[src/rtl/vend_pkg.sv]
// Shared types and coin constants for the vending controller.
// Coin decode lives here so the FSM and any future front-end agree on values.
package vend_pkg;

  typedef enum logic [2:0] {
    ST_ACCUM  = 3'b001,
    ST_PAYOUT = 3'b010
  } state_e;

  localparam int COIN_HALF = 1;
  localparam int COIN_ONE  = 2;
  localparam int COIN_TWO  = 4;

  // Zero unless exactly one coin line is high
  function automatic logic [2:0] coin_val(
    input logic half,
    input logic one,
    input logic two
  );
    logic [2:0] v;
    v = '0;
    case ({two, one, half})
      3'b001:  v = 3'(COIN_HALF);
      3'b010:  v = 3'(COIN_ONE);
      3'b100:  v = 3'(COIN_TWO);
      default: v = '0;
    endcase
    return v;
  endfunction

endpackage

[src/rtl/vend_payout_ctr.sv]
// Change pay-out counter: one money pulse every other cycle
// until the loaded change is exhausted.
module vend_payout_ctr #(
  parameter int W = 4
) (
  input  logic         sys_clk,
  input  logic         sys_rst_n,
  input  logic         load,
  input  logic [W-1:0] change,
  output logic         money,
  output logic         done
);

  logic [W-1:0] cnt;
  logic         ph;

  always_ff @(posedge sys_clk or negedge sys_rst_n) begin
    if (!sys_rst_n) begin
      cnt   <= '0;
      ph    <= 1'b0;
      money <= 1'b0;
    end else if (load) begin
      cnt   <= change;
      ph    <= 1'b0;
      money <= 1'b0;
    end else if (cnt != '0) begin
      if (!ph) begin
        money <= 1'b1;
        cnt   <= cnt - 1'b1;
        ph    <= 1'b1;
      end else begin
        money <= 1'b0;
        ph    <= 1'b0;
      end
    end else begin
      money <= 1'b0;
      ph    <= 1'b0;
    end
  end

  assign done = (cnt == '0);

endmodule

[src/rtl/vend_fsm_param.sv]
// Parametrised vending controller: accumulates coin credit,
// vends at PRICE, pays change or refunds as serial pulses.
module vend_fsm_param
  import vend_pkg::*;
#(
  parameter int PRICE    = 10,
  parameter int CREDIT_W = 4
) (
  input  logic                sys_clk,
  input  logic                sys_rst_n,
  input  logic                pi_money_half,
  input  logic                pi_money_one,
  input  logic                pi_money_two,
  input  logic                pi_cancel,
  output logic                po_cola,
  output logic                po_money,
  output logic [CREDIT_W-1:0] po_credit,
  output logic                po_busy
);

  if (PRICE < 1 || PRICE + 4 > 2 ** CREDIT_W) begin : g_bad_param
    $error("vend_fsm_param: PRICE does not fit CREDIT_W");
  end

  localparam logic [CREDIT_W:0] PRICE_W = (CREDIT_W + 1)'(PRICE);

  state_e              state;
  logic [CREDIT_W-1:0] credit;
  logic [2:0]          val;
  logic [CREDIT_W:0]   nxt;
  logic                refund;
  logic                vend;
  logic                pay_load;
  logic [CREDIT_W-1:0] pay_chg;
  logic                pay_done;

  assign val = coin_val(pi_money_half, pi_money_one, pi_money_two);
  assign nxt = {1'b0, credit} + (CREDIT_W + 1)'(val);

  // Cancel wins over a same-cycle vend: the coin is refunded too
  always_comb begin
    refund   = 1'b0;
    vend     = 1'b0;
    pay_load = 1'b0;
    pay_chg  = '0;
    case (state)
      ST_ACCUM: begin
        if (pi_cancel && nxt != '0) begin
          refund   = 1'b1;
          pay_load = 1'b1;
          pay_chg  = nxt[CREDIT_W-1:0];
        end else if (val != '0 && nxt >= PRICE_W) begin
          vend     = 1'b1;
          pay_load = 1'b1;
          pay_chg  = CREDIT_W'(nxt - PRICE_W);
        end
      end
      ST_PAYOUT: ;
      default: pay_load = 1'b1;
    endcase
  end

  always_ff @(posedge sys_clk or negedge sys_rst_n) begin
    if (!sys_rst_n) begin
      state   <= ST_ACCUM;
      credit  <= '0;
      po_cola <= 1'b0;
      po_busy <= 1'b0;
    end else begin
      po_cola <= 1'b0;
      case (state)
        ST_ACCUM: begin
          if (refund) begin
            credit  <= '0;
            state   <= ST_PAYOUT;
            po_busy <= 1'b1;
          end else if (vend) begin
            credit  <= '0;
            po_cola <= 1'b1;
            if (pay_chg != '0) begin
              state   <= ST_PAYOUT;
              po_busy <= 1'b1;
            end
          end else if (val != '0) begin
            credit <= nxt[CREDIT_W-1:0];
          end
        end
        ST_PAYOUT: begin
          if (pay_done) begin
            state   <= ST_ACCUM;
            po_busy <= 1'b0;
          end
        end
        default: begin
          state   <= ST_ACCUM;
          credit  <= '0;
          po_busy <= 1'b0;
        end
      endcase
    end
  end

  vend_payout_ctr #(
    .W(CREDIT_W)
  ) u_payout (
    .sys_clk   (sys_clk),
    .sys_rst_n (sys_rst_n),
    .load      (pay_load),
    .change    (pay_chg),
    .money     (po_money),
    .done      (pay_done)
  );

  assign po_credit = credit;

endmodule

[config.mk]
export PLATFORM = sky130hd
export DESIGN_NAME = vend_fsm_param
export DESIGN_NICKNAME = d
export VERILOG_FILES = /design/src/rtl/vend_pkg.sv /design/src/rtl/vend_payout_ctr.sv /design/src/rtl/vend_fsm_param.sv
export SDC_FILE = /design/constraint.sdc
export NUM_CORES = 1
export LEC_CHECK = 0
export ABC_CLOCK_PERIOD_IN_PS = 3150
export CORE_MARGIN = 2
export CORE_UTILIZATION = 38
export DETAILED_ROUTE_END_ITERATION = 7
export SYNTH_ARGS = -nofsm -noshare
export SYNTH_HDL_FRONTEND = slang
export SYNTH_SLANG_ARGS = --single-unit
[constraint.sdc]
create_clock -name sys_clk -period 3.15 [get_ports sys_clk]
set_input_delay 0.63 -clock sys_clk [delete_from_list [all_inputs] [get_ports sys_clk]]
set_output_delay 0.63 -clock sys_clk [all_outputs]
set_load 0.01 [all_outputs]
==> results by group <==
Layout
  • Area growth, synth to finish: 35.0%
  • Ant diodes: 0
  • Layout net count: 163
  • Share of cells above drive strength 1: 0.287
  • Commonest non-fill, non-tap cell in the layout: buf_4
  • Most frequent cells in the layout: buf_4, nand2_1, dfrtp_1
  • Finished Core Util: 0.550

Floorplan
  • Io pins: 13
  • Number of cell rows: 18
  • Starting density of the core: 0.407
  • Die area: 3130 um^2
  • Total core area: 2520 um^2
  • Die span in x: 56.0 um
  • Die Y-Extent: 56.0 um

Critical path
  • Crit end category: flip-flop
  • Worst path required time: 3360 ps
  • Largest fanout on the critical path: 5
  • Critical Path AT: 3250 ps
  • Startpoint types: input pin
  • Critical path class: in -> reg

Synthesis
  • Avg Cell Area, Syn: 8.78 um^2
  • Area leader, netlist: dfrtp_1
  • Top FF cell, synth: dfrtp_1
  • FF+latch count, synth: 12
  • Post-Syn Instances: 117
  • Synth unique cells: 47
  • Syn_nets: 129
  • Synth warn: 0
  • Synth top area cells: dfrtp_1, ha_1, nand2_1, nor2_1, a21oi_1
  • Syn Std Cell Area: 1030 um^2
  • Number of flops mapped to enable cells by yosys: 0
  • Post-synthesis sequential area ratio: 0.294
  • Post-synthesis async set-or-reset flop share: 1.00
  • Area share of the largest cell type after synthesis: 0.268

Placed design
  • Routability congestion estimate: 0.780
  • Post-DP HPWL: 2.07 mm
  • Post-place setup slack: -312 ps
  • PortBufs: 12

Routing
  • Initial DRC Count: 38
  • Final WL: 2.67 mm
  • DRC viols: 0
  • DR WL/cell: 14.8 um
  • Vias per inst: 5.59
  • DR vias: 1006
  • Initial DRT Pass Iterations: 6
  • Remaining antenna violation count: 0

STA
  • Worst Skew: 6.32 ps
  • Unrepaired setup endpoints after global routing: no
  • Final Max Slew Viols: 0
  • Final hold vios: 0
  • Worst Max-Slew Pin Slew: 716 ps
  • Final WS setup: 109 ps
  • Final min period: 3040 ps
  • Post-route clock period utilization: 0.965
  • Rel. slew slack: 0.521
  • Max Fclk: 329 MHz
  • # setup viols final: 0

Global route
  • First-pass GRT wire length: 4.22 mm
  • Gr busiest metal: met2
  • Met2 Usage GRT: 0.313
  • Total track usage: 0.173
  • Total grt overflow: 0
  • Met3 GRT Util: 0.0465
  • Initial antenna violation count: 0
  • Number of global-route vias before repair: 926
  • Met1 Usage GRT: 0.206
  • Pin count of the biggest net entering global routing: 13

Clock tree
  • Num CTS Buffers: 3
  • Clk sinks: 12
  • CTS max path bufs: 2
  • CTS tree: built
  • Post-cts hold buffer count: 0
  • H-tree depth: 1
  • Clock transition at the registers of the reported paths: 80 ps
  • Root Driver: clkbuf_4
  • Worst-skew pair later-pin latency: 280 ps

Power and ir drop
  • LEAKAGE: 0.621 nW
  • Final Power: 1.10 mW
  • VDD IR max: 532 uV
  • Pwr/cell area: 794 nW/um^2

Hold path
  • Worst min-delay path class: reg -> reg

Flow run
  • Max_cap viols: 0

Run status
  • Outcome: completed
## cell families (layout without fill, tap and decap cells)
kind of cell | after synthesis | count (layout) | share of synthesized area
buffers and inverters | 11 | 44 | 0.0414
AO/OA/AOI/OAI | 39 | 39 | 0.311
AND/OR/NAND/NOR | 44 | 44 | 0.230
multiplexers | 1 | 1 | 0.00974
XOR/XNOR | 4 | 4 | 0.0341
flip-flops | 12 | 12 | 0.294
adder cells (fa/ha/maj) | 6 | 6 | 0.0804
## power breakdown
| group | internal [mW] | total (mW) | switching [mW] | leakage [nW] |
|---|---|---|---|---|
| logic | 0.348 | 0.715 | 0.367 | 0.445 |
| registers | 0.207 | 0.259 | 0.0512 | 0.155 |
| clock network | 0.0704 | 0.127 | 0.0567 | 0.0210 |
## layer usage
metal | up-vias | wire length (um)
li1 | 504 | -
met1 | 476 | 1200
met2 | 22 | 1360
met3 | 4 | 89
met4 | 0 | 24
met5 | - | 0
## synth_stat cells (3+ instances only)
cell	instances
dfrtp_1	11
nand2_1	11
nor2_1	10
inv_1	8
a21oi_1	6
ha_1	5
nor3_1	4
nor3b_1	4
o21ai_0	4
o31ai_1	4
a21o_1	3
## worst paths after layout
kind / slack, ps / cells past startpoint / from / to
max reg2reg: 600 / 10 / po_credit[0] / u_payout.cnt[1]
min reg2reg: 540 / 2 / po_credit[2] / po_credit[2]
max: 110 / 12 / pi_money_one / u_payout.cnt[1]
min: 540 / 2 / po_credit[2] / po_credit[2]
max in group asynchronous: 2070 / 1 / sys_rst_n / state[0]
min in group asynchronous: 700 / 1 / sys_rst_n / po_credit[0]
## per-stage QoR
step                      hold slack, ps  setup TNS [ps]  area (um^2)  instances
final                                542               0         1390        180
after global routing                 562               0         1390        180
after CTS                            550               0         1360        179
after detailed placement             532           -2720         1320        175
after global placement               526           -2050         1320        175
after floorplan                      334               0         1030        117
## cell type report
cell class,instances,area (um^2)
sequential,12,302
timing repair buffer,32,275
fill,237,1140
multi-input combinational,94,706
tap,30,37.5
inverter,8,30.0
clock buffer,4,36.3
## repair_timing
| item | 4_1_cts | 5_1_grt |
|---|---|---|
| pin swaps | 1 | 3 |
| cloned | 0 | 0 |
| gates resized for setup | 0 | 6 |
| endpoints found under the setup margin | 2 | 11 |
| endpoints found under the hold margin | 0 | 0 |
| buffers inserted | 0 | 1 |
## registers in the layout, indices dropped and copies added, names as in the netlist
register      count
po_credit         4
u_payout.cnt      4
state             2
po_cola           1
u_payout.ph       1
## worst max-delay path: stages
cell	delay, ps
clkdlybuf4s50_1	460
nor3b_1	160
buf_4	150
fa_2	570
inv_1	60
ha_1	190
o21ai_0	100
a31oi_2	80
buf_4	180
or2_4	250
o21ai_0	280
o2bb2ai_1	150
(Power assumes the default switching activity.)
